### config.mk
export PLATFORM = sky130hd
export DESIGN_NAME = eth_mii_rx_fcs
export DESIGN_NICKNAME = d
export VERILOG_FILES = /design/src/rtl/eth_rx_pkg.sv /design/src/rtl/eth_mii_rx_fcs_crc.sv /design/src/rtl/eth_mii_rx_fcs.sv
export SDC_FILE = /design/constraint.sdc
export NUM_CORES = 1
export LEC_CHECK = 0
export ABC_AREA = 1
export BUFFER_PORTS_ARGS = -buffer_cell sky130_fd_sc_hd__buf_2
export CAP_MARGIN = 0
export CORE_AREA = 3 3 111 113
export CTS_CLUSTER_SIZE = 24
export DETAILED_ROUTE_END_ITERATION = 10
export DIE_AREA = 0 0 114 116
export GPL_TIMING_DRIVEN = 0
export PLACE_DENSITY_LB_ADDON = 0.3
export SKIP_LAST_GASP = 1
export SYNTH_ARGS = -nofsm -noshare
export SYNTH_HDL_FRONTEND = slang
export SYNTH_SLANG_ARGS = --single-unit
### constraint.sdc
create_clock -name sys_clk -period 7.96 [get_ports sys_clk]
set_input_delay 0.398 -clock sys_clk [delete_from_list [all_inputs] [get_ports sys_clk]]
set_output_delay 0.398 -clock sys_clk [all_outputs]
set_load 0.005 [all_outputs]
### src/rtl/eth_rx_pkg.sv
`default_nettype none
// ============================================================================
// Module      : eth_rx_pkg
// Description : Shared types and constants for the MII receive / FCS checker:
//               FSM state encoding, CRC-32 constants, preamble/SFD nibbles and
//               the nibble-wide CRC-32 next-state function.
// Revision    : 1.0 - initial release
// ============================================================================
package eth_rx_pkg;

    typedef enum logic [1:0] {
        ST_IDLE     = 2'd0,
        ST_PREAMBLE = 2'd1,
        ST_DATA     = 2'd2,
        ST_DROP     = 2'd3
    } rx_state_t;

    localparam logic [31:0] CRC32_POLY    = 32'h04C1_1DB7;
    localparam logic [31:0] CRC32_INIT    = 32'hFFFF_FFFF;
    localparam logic [31:0] CRC32_RESIDUE = 32'hC704_DD7B;

    localparam logic [3:0]  PREAMBLE_NIB  = 4'h5;
    localparam logic [3:0]  SFD_NIB       = 4'hD;

    // MSB-first CRC-32 step over one MII nibble. The nibble is bit-reversed so
    // that wire bit 0 (first on the wire) is the first bit shifted in.
    function automatic logic [31:0] crc32_nib_next(input logic [31:0] crc,
                                                   input logic [3:0]  nib);
        logic [31:0] c;
        logic [3:0]  d;
        c = crc;
        d = {nib[0], nib[1], nib[2], nib[3]};
        for (int i = 3; i >= 0; i--) begin
            if (c[31] ^ d[i]) begin
                c = {c[30:0], 1'b0} ^ CRC32_POLY;
            end else begin
                c = {c[30:0], 1'b0};
            end
        end
        return c;
    endfunction

endpackage
`default_nettype wire

### src/rtl/eth_mii_rx_fcs_crc.sv
`default_nettype none
// ============================================================================
// Module      : eth_crc32_nib
// Description : Registered nibble-wide CRC-32 (poly 0x04C11DB7, MSB-first,
//               bit-reversed nibble input, no final inversion). i_clr loads
//               the init value and has priority over i_en.
// Revision    : 1.0 - initial release
// ============================================================================
module eth_crc32_nib
    import eth_rx_pkg::*;
(
    input  logic        sys_clk,
    input  logic        sys_rst,
    input  logic        i_clr,
    input  logic        i_en,
    input  logic [3:0]  i_nib,
    output logic [31:0] o_crc
);

    logic [31:0] r_crc;

    // CRC register: clear to init, or advance by one nibble when enabled
    always_ff @(posedge sys_clk or posedge sys_rst) begin
        if (sys_rst) begin
            r_crc <= CRC32_INIT;
        end else if (i_clr) begin
            r_crc <= CRC32_INIT;
        end else if (i_en) begin
            r_crc <= crc32_nib_next(r_crc, i_nib);
        end
    end

    assign o_crc = r_crc;

endmodule
`default_nettype wire

### src/rtl/eth_mii_rx_fcs.sv
`default_nettype none
// ============================================================================
// Module      : eth_mii_rx_fcs
// Description : MII receive front end. Registers the MII RX pins, detects
//               preamble/SFD, assembles bytes low-nibble first, runs CRC-32
//               over the frame including FCS and reports status at end of
//               frame.
//               Optional feature macro: RX_FCS_STRIP_EN - when defined, a
//               4-byte delay line withholds the FCS bytes from rx_byte and
//               rx_len excludes them.
// Revision    : 1.0 - initial release
// ============================================================================
module eth_mii_rx_fcs
    import eth_rx_pkg::*;
#(
    parameter int LEN_W = 11
) (
    input  logic             sys_clk,
    input  logic             sys_rst,
    input  logic             mii_rx_dv,
    input  logic             mii_rx_er,
    input  logic [3:0]       mii_rxd,
    output logic [7:0]       rx_byte,
    output logic             rx_byte_vld,
    output logic             rx_sof,
    output logic             rx_done,
    output logic             rx_crc_ok,
    output logic             rx_err_align,
    output logic             rx_err_phy,
    output logic [LEN_W-1:0] rx_len
);

    localparam logic [LEN_W-1:0] c_LEN_MAX   = '1;
    localparam logic [LEN_W-1:0] c_FCS_BYTES = LEN_W'(4);

    // Input register stage
    logic             r_dv;
    logic             r_er;
    logic [3:0]       r_rxd;
    logic             r_smp;      // in-regs hold a real sample (not reset value)
    logic             r_armed;    // dv=0 seen since reset; blocks mid-frame restart

    // FSM
    rx_state_t        r_state;
    rx_state_t        w_state_nxt;
    logic             w_sfd;
    logic             w_data_nib;
    logic             w_frame_end;

    // Assembly / status
    logic             r_phase;    // 0: expecting low nibble, 1: expecting high nibble
    logic [3:0]       r_lo_nib;
    logic [7:0]       r_asm_byte;
    logic             r_asm_vld;
    logic [LEN_W-1:0] r_byte_cnt;
    logic             r_phy_err;
    logic             r_done_pend;
    logic             r_sof_pend;
    logic [31:0]      w_crc;
    logic [LEN_W-1:0] w_len;
    logic             w_crc_match;
    logic             w_min_len;

`ifdef RX_FCS_STRIP_EN
    localparam logic [2:0] c_DL_DEPTH = 3'd4;
    logic [3:0][7:0]  r_dl;
    logic [2:0]       r_fill;
`endif

    // Register the MII pins once; everything downstream uses these copies
    always_ff @(posedge sys_clk or posedge sys_rst) begin
        if (sys_rst) begin
            r_dv    <= 1'b0;
            r_er    <= 1'b0;
            r_rxd   <= 4'h0;
            r_smp   <= 1'b0;
            r_armed <= 1'b0;
        end else begin
            r_dv  <= mii_rx_dv;
            r_er  <= mii_rx_er;
            r_rxd <= mii_rxd;
            r_smp <= 1'b1;
            if (r_smp && !r_dv) begin
                r_armed <= 1'b1;
            end
        end
    end

    // FSM state register
    always_ff @(posedge sys_clk or posedge sys_rst) begin
        if (sys_rst) begin
            r_state <= ST_IDLE;
        end else begin
            r_state <= w_state_nxt;
        end
    end

    // FSM next-state and per-nibble control strobes
    always_comb begin
        w_state_nxt = r_state;
        w_sfd       = 1'b0;
        w_data_nib  = 1'b0;
        w_frame_end = 1'b0;
        case (r_state)
            ST_IDLE: begin
                if (r_dv) begin
                    if (r_armed && (r_rxd == PREAMBLE_NIB)) begin
                        w_state_nxt = ST_PREAMBLE;
                    end else begin
                        w_state_nxt = ST_DROP;
                    end
                end
            end
            ST_PREAMBLE: begin
                if (!r_dv) begin
                    w_state_nxt = ST_IDLE;
                end else if (r_rxd == SFD_NIB) begin
                    w_state_nxt = ST_DATA;
                    w_sfd       = 1'b1;
                end else if (r_rxd != PREAMBLE_NIB) begin
                    w_state_nxt = ST_DROP;
                end
            end
            ST_DATA: begin
                if (!r_dv) begin
                    w_state_nxt = ST_IDLE;
                    w_frame_end = 1'b1;
                end else begin
                    w_data_nib  = 1'b1;
                end
            end
            ST_DROP: begin
                if (!r_dv) begin
                    w_state_nxt = ST_IDLE;
                end
            end
            default: begin
                w_state_nxt = ST_IDLE;
            end
        endcase
    end

    // Nibble pairing into bytes, saturating byte count and PHY error capture
    always_ff @(posedge sys_clk or posedge sys_rst) begin
        if (sys_rst) begin
            r_phase     <= 1'b0;
            r_lo_nib    <= 4'h0;
            r_asm_byte  <= 8'h00;
            r_asm_vld   <= 1'b0;
            r_byte_cnt  <= '0;
            r_phy_err   <= 1'b0;
            r_done_pend <= 1'b0;
        end else begin
            r_asm_vld   <= 1'b0;
            r_done_pend <= w_frame_end;
            if (w_sfd) begin
                r_phase    <= 1'b0;
                r_byte_cnt <= '0;
                r_phy_err  <= 1'b0;
            end else if (w_data_nib) begin
                r_phase <= ~r_phase;
                if (r_er) begin
                    r_phy_err <= 1'b1;
                end
                if (!r_phase) begin
                    r_lo_nib <= r_rxd;
                end else begin
                    r_asm_byte <= {r_rxd, r_lo_nib};
                    r_asm_vld  <= 1'b1;
                    if (r_byte_cnt != c_LEN_MAX) begin
                        r_byte_cnt <= r_byte_cnt + LEN_W'(1);
                    end
                end
            end
        end
    end

    eth_crc32_nib u_crc (
        .sys_clk (sys_clk),
        .sys_rst (sys_rst),
        .i_clr   (w_sfd),
        .i_en    (w_data_nib),
        .i_nib   (r_rxd),
        .o_crc   (w_crc)
    );

    assign w_crc_match = (w_crc == CRC32_RESIDUE);
    assign w_min_len   = (r_byte_cnt >= c_FCS_BYTES);

`ifdef RX_FCS_STRIP_EN
    assign w_len = w_min_len ? (r_byte_cnt - c_FCS_BYTES) : '0;
`else
    assign w_len = r_byte_cnt;
`endif

    // Output stage: byte delivery (through the FCS delay line when stripping)
    // and end-of-frame status, which is only non-zero while rx_done is high
    always_ff @(posedge sys_clk or posedge sys_rst) begin
        if (sys_rst) begin
            rx_byte      <= 8'h00;
            rx_byte_vld  <= 1'b0;
            rx_sof       <= 1'b0;
            rx_done      <= 1'b0;
            rx_crc_ok    <= 1'b0;
            rx_err_align <= 1'b0;
            rx_err_phy   <= 1'b0;
            rx_len       <= '0;
            r_sof_pend   <= 1'b0;
`ifdef RX_FCS_STRIP_EN
            r_dl         <= '0;
            r_fill       <= 3'd0;
`endif
        end else begin
            rx_byte_vld <= 1'b0;
            rx_sof      <= 1'b0;
            if (r_asm_vld) begin
`ifdef RX_FCS_STRIP_EN
                // The oldest byte leaves only once four newer bytes exist,
                // so the final four (the FCS) never reach rx_byte.
                r_dl <= {r_dl[2:0], r_asm_byte};
                if (r_fill == c_DL_DEPTH) begin
                    rx_byte     <= r_dl[3];
                    rx_byte_vld <= 1'b1;
                    rx_sof      <= r_sof_pend;
                    r_sof_pend  <= 1'b0;
                end else begin
                    r_fill <= r_fill + 3'd1;
                end
`else
                rx_byte     <= r_asm_byte;
                rx_byte_vld <= 1'b1;
                rx_sof      <= r_sof_pend;
                r_sof_pend  <= 1'b0;
`endif
            end
            if (w_sfd) begin
                r_sof_pend <= 1'b1;
`ifdef RX_FCS_STRIP_EN
                r_fill     <= 3'd0;
`endif
            end
            rx_done      <= r_done_pend;
            rx_crc_ok    <= r_done_pend & w_crc_match & ~r_phase & w_min_len & ~r_phy_err;
            rx_err_align <= r_done_pend & r_phase;
            rx_err_phy   <= r_done_pend & r_phy_err;
            rx_len       <= r_done_pend ? w_len : '0;
        end
    end

endmodule
`default_nettype wire

# Word level (Yosys, flattened, before mapping)
# Cells that the tools add are included.
# totals
ff_bits	95
in_bits	8
out_inout_bits	25
elab_cells	111
# op_classes
add_sub_neg	1
muxes	43
n_eq_ne	11
order_cmp	1
n_bitwise	17
reduce_logical	15
# op_table
op	count
32-bit 2-to-1 mux	8
27-bit 2-to-1 mux	4
14-bit inverter	4
11-bit 2-to-1 mux	5
32-bit equality test (second input constant)	1
1-bit 2-to-1 mux	19
2-bit 2-to-1 mux	6
3-bit AND reduction	4
11-bit by 1-bit adder with 11-bit output (second input constant)	1
11-bit by 3-bit >= comparator with 1-bit output (second input constant)	1
11-bit != test (second input constant)	1
2-bit nonzero test	5
1-bit AND	6
2-bit one-hot mux with 3 select lines	1
2-bit equality test (second input constant)	2
4-bit by 3-bit equality test with 1-bit output (second input constant)	1
4-bit equality test (second input constant)	1
2-bit != test (second input constant)	2
4-bit by 3-bit != test with 1-bit output (second input constant)	1
4-bit != test (second input constant)	1
1-bit XOR	4
1-bit inverter	3
2-bit by 1-bit equality test with 1-bit output (second input constant)	1
1-bit logical AND	2
other kinds (4)	4

# Depth between registers and ports, before layout
# depth
ltp_word	17
depth_mapped	10
depth_no_buf	10

# Hierarchy
# From an unflattened synthesis, not the netlist that was laid out.
# hier_totals
cells_unflattened	554
area_unflattened_um2	4601.9
# modules_own_cells
module	cells_per_inst	instances	seq_area_each_um2	area_each_um2
eth_mii_rx_fcs	286	1	1576.5	2658.8
eth_crc32_nib	268	1	840.8	1943.1

# Least setup slack after synthesis
# Ideal clock, no wire load.
# synth_timing
path_kind	register -> register
start	register r_byte_cnt[0]
end	register r_byte_cnt[0]
t_required_ps	7836
synth_period_minus_slack_ps	1403
t_arrival_ps	1278
setup_slack_ps	6557
setup_time_ps	124
path_buffers	0
stages_incl_launch_ff	11
cell_sequence	dfrtp_1 -> ha_1 -> nand2_1 -> inv_2 -> nand2_2 -> nor2_4 -> nand3_4 -> nand2_8 -> inv_2 -> nor2_1 -> a21oi_2
# synth_via
elab_chain_cells	5
elab_cells_between_ends	8
cone_classes	add/sub: 1; eq/ne: 1; mux: 4; reduce/logical: 2
# synth_lines
element	line_no	source
start, declared	eth_mii_rx_fcs.sv:55	logic [LEN_W-1:0] r_byte_cnt;
start signal, assigned	eth_mii_rx_fcs.sv:171	r_byte_cnt <= r_byte_cnt + LEN_W'(1);
11-bit by 1-bit adder with 11-bit output	eth_mii_rx_fcs.sv:171	
11-bit 2-to-1 mux	eth_mii_rx_fcs.sv:170	if (r_byte_cnt != c_LEN_MAX) begin
11-bit 2-to-1 mux	eth_mii_rx_fcs.sv:165	if (!r_phase) begin
11-bit 2-to-1 mux	eth_mii_rx_fcs.sv:160	end else if (w_data_nib) begin
11-bit 2-to-1 mux	eth_mii_rx_fcs.sv:156	if (w_sfd) begin
# Parallel ways exist; a longest one is shown, timed or not. The select of a mux whose other input is x is not followed.
# A chain may end at the register's enable or synchronous reset.

# Worst setup path after layout
# layout_timing
start	register r_byte_cnt[0]
end	register r_byte_cnt[9]
# Same word-level chain as after synthesis.

==> results by group <==
Power
  – P_int: 0.00117 W
  – Total power: 0.00187 W
  – Pleak: 2.67 nW
  – Sw Pwr: 0.000702 W
  – VDD IR-drop max: 175 uV
  – Comb pwr share: a little over a third
  – Power Density: between 300 and 400 nW/um^2
  – Switching Fraction: 37.5%
  – Seq pwr share: ~45%
  – Clock power share: 20.7%

Global routing
  – First-pass GRT wire length: approximately 17,000 um
  – Number of global-route vias before repair: 3,320
  – Pin count of the biggest net entering global routing: 55
  – Gr ovfl total: 0
  – Initial antenna violation count: 0
  – Tot GR Track Use: about 16%

Placed design
  – RD Place Congestion: 0.843
  – IO Port Bufs: 32
  – Place WS: around 6400 ps
  – DP Area: 4940 sq um
  – Dpl hpwl: a little under 7000 um

Clock tree
  – CTS Sinks: 95
  – Num CTS Buffers: 9
  – Number of buffers inserted by hold repair at cts: 0
  – Max H-tree Level: 3
  – Later-pin clock latency in the skew report: 340 ps
  – Root Buffer: clkbuf_16
  – Clock buffer depth: 2
  – Postcts setup bufs: 0
  – Clock slew at reported path FFs: 60 ps
  – Resize count post-CTS: 0
  – CTS tree: done

Synthesis
  – Synthesized area: 4570 sq um
  – EDFF count, synth: 0
  – Top FF cell, synth: dfrtp_1
  – Mapped Avg Cell Area: 9.19 sq um
  – Ys Warns: 0
  – #FFs+latches synth: between 90 and 100
  – Library cells used by synthesis: 41
  – Syn_nets: roughly 510
  – Post-synthesis cell count: 498
  – Sequential-to-total area share from yosys stat: 52.8%
  – Share of flip-flops with an asynchronous set or reset: between 90% and 100%

STA
  – Setup TNS: 0 ps
  – Max Freq: 643 MHz
  – Min setup slack post-route: around 6400 ps
  – Final Cycle Share: 19.5%
  – Pins Over Slew Limit: 0
  – Final setup viols: 0
  – RSZ-0062 raised after global routing: no
  – Final Hold Viols: 0
  – Tmin final: 1560 ps
  – Slew @ Worst Pin: 541 ps
  – Worst Skew: 6.19 ps
  – Rel. slew slack: 64.0%

Drt
  – Vias: 3,333
  – DRC Markers: 0
  – Metal2 WL: around 4600 um
  – Drt first pass iters: 4
  – Post-DR vias/cell: 4.83
  – Post-route ant nets: 0
  – Top sig layer: met4
  – Drt total wl: 9670 um
  – WL met3: 452 um
  – Met1 wire length: 4450 um
  – Number of DRC markers in iteration 0: 297
  – WL/cell: about 14 um

Layout
  – Fraction of layout cells with a size suffix above 1: between 20% and 30%
  – Layout net count: 552
  – Final instance area: about 5200 sq um
  – Area grow syn2layout: 13.8%
  – Diode count: 0

Floorplan
  – Row cnt: 39
  – Core Area: 11,400 sq um
  – Die area: roughly 13,000 sq um
  – Initial core utilization: between 40 and 50%
  – Die Wd: ~110 um
  – I/O pin total: 33
  – Die Y: about 120 um

Worst setup path
  – Critical path arrival: 1790 ps
  – Crit Path Max Fanout: 10
  – R2r setup slk: 6400 ps
  – Req. time, crit path: 8190 ps
  – Setup crit start kind: flop
  – Element type at the critical path end: flop
  – Crit path kind: flop to flop

Flow run
  – Max Cap Violations: 0

Outcome
  – Status: complete, no violations

Worst hold path
  – Min-Delay Path Class: primary input to async pin
[cell usage in the layout, fill, tap and decap left out, drive strengths merged]
cell type / netlist / layout
clkinvlp: 0 / 2
a22oi: 4 / 4
clkinv: 1 / 2
a31oi: 1 / 1
o22a: 1 / 1
nand4: 6 / 6
conb: 1 / 1
nand3: 31 / 31
ha: 2 / 2
or2: 7 / 7
mux2: 8 / 8
o21ai: 34 / 34
xnor2: 4 / 4
o22ai: 6 / 6
nor2: 33 / 33
xor2: 24 / 24
dfrtp: 63 / 63
clkbuf: 2 / 15
buf: 8 / 41
a21oi: 14 / 14
nor4: 3 / 3
nand2: 142 / 142
dfstp: 32 / 32
nor3: 5 / 5
inv: 66 / 66
[layer usage]
layer / vias up / global-route usage [%]
met1: 1582 / 20.6
met3: 12 / 2.87
met5: - / 0
met2: 75 / 26.5
li1: 1664 / -
met4: 0 / 7.84
[sequential cells by signal (all words and copies together) (netlist names), 2 cells and up]
| register | count |
|---|---|
| r_lo_nib | 4 |
| r_rxd | 4 |
| r_state | 2 |
| u_crc.o_crc | 32 |
| rx_byte | 8 |
| r_byte_cnt | 11 |
| r_asm_byte | 8 |
| rx_len | 11 |
[through the flow]
step | utilization, % | std cells | hold slack (ps)
after floorplan | - | 498 | 352
after global placement | 43.0 | 673 | 357
after detailed placement | 43.3 | 674 | 359
after CTS | 45.6 | 690 | 123
after global routing | 45.6 | 690 | 147
final | 45.6 | 690 | 108
[cell families after synthesis]
logic type | after synthesis | share of synthesized area, %
mux | 8 | 1.97
xor+xnor | 28 | 5.36
flops | 95 | 52.8
simple gates | 227 | 24.7
other cells | 1 | 0.0820
buf+inv | 77 | 7.22
compound gates | 60 | 7.25
fa+ha+maj | 2 | 0.547
[path summary, 6_finish.rpt]
check | to | cells after the start | start
min in group sys_clk | r_rxd[1]$_DFF_PP0_ | 1 | mii_rxd[1]
setup reg to reg | r_byte_cnt[9]$_DFFE_PP0P_ | 10 | r_byte_cnt[0]$_DFFE_PP0P_
hold reg to reg | rx_byte_vld$_DFF_PP0_ | 0 | r_asm_vld$_DFF_PP0_
max in group asynchronous | u_crc.o_crc[17]$_DFFE_PP1P_ | 3 | sys_rst
setup / recovery | r_byte_cnt[9]$_DFFE_PP0P_ | 10 | r_byte_cnt[0]$_DFFE_PP0P_
hold / removal | r_asm_byte[6]$_DFFE_PP0P_ | 2 | sys_rst
[Yosys cell counts (4+ instances only)]
cell,number,area [sq um]
nor2_1,29,109
inv_2,8,30.0
nand2_4,6,67.6
xor2_1,24,210
buf_2,4,20.0
mux2_2,8,90.1
o21ai_1,6,30.0
inv_1,56,210
nand2_1,121,454
nor3_1,4,20.0
o22ai_1,6,37.5
nand2_2,12,75.1
a21oi_1,13,65.1
o21ai_0,28,140
nand4_1,6,37.5
dfrtp_1,63,1580
dfstp_2,32,841
xnor2_1,4,35.0
nand3_1,29,145
[critical path, cell delays in order (launching register included)]
cell and delay (ps):
dfrtp_1 440, ha_1 200, nand2_1 70, inv_2 80, nand2_2 80, nor2_4 150, nand3_4 110, nand2_8 100
nand2_4 90, nand2_1 80, o21ai_1 50
[layout make-up]
class	instances	area, sq um
sequential	95	2420
inverter	67	264
clock inverter	3	20.0
multi-input combinational	326	1830
tap	143	179
fill	1095	6210
timing repair buffer	33	188
clock buffer	13	240
buffer	10	68.8
[power groups by stage]
stage | logic, W | clock network [W] | registers (W)
floorplan | 0.000502 | 0 | 0.000805
global placement | 0.000627 | 0 | 0.000833
detailed placement | 0.000650 | 0 | 0.000841
CTS | 0.000655 | 0.000399 | 0.000833
global route | 0.000745 | 0.000419 | 0.000857
finish | 0.000651 | 0.000389 | 0.000835
Note: power is estimated with default switching activity, not from simulation.
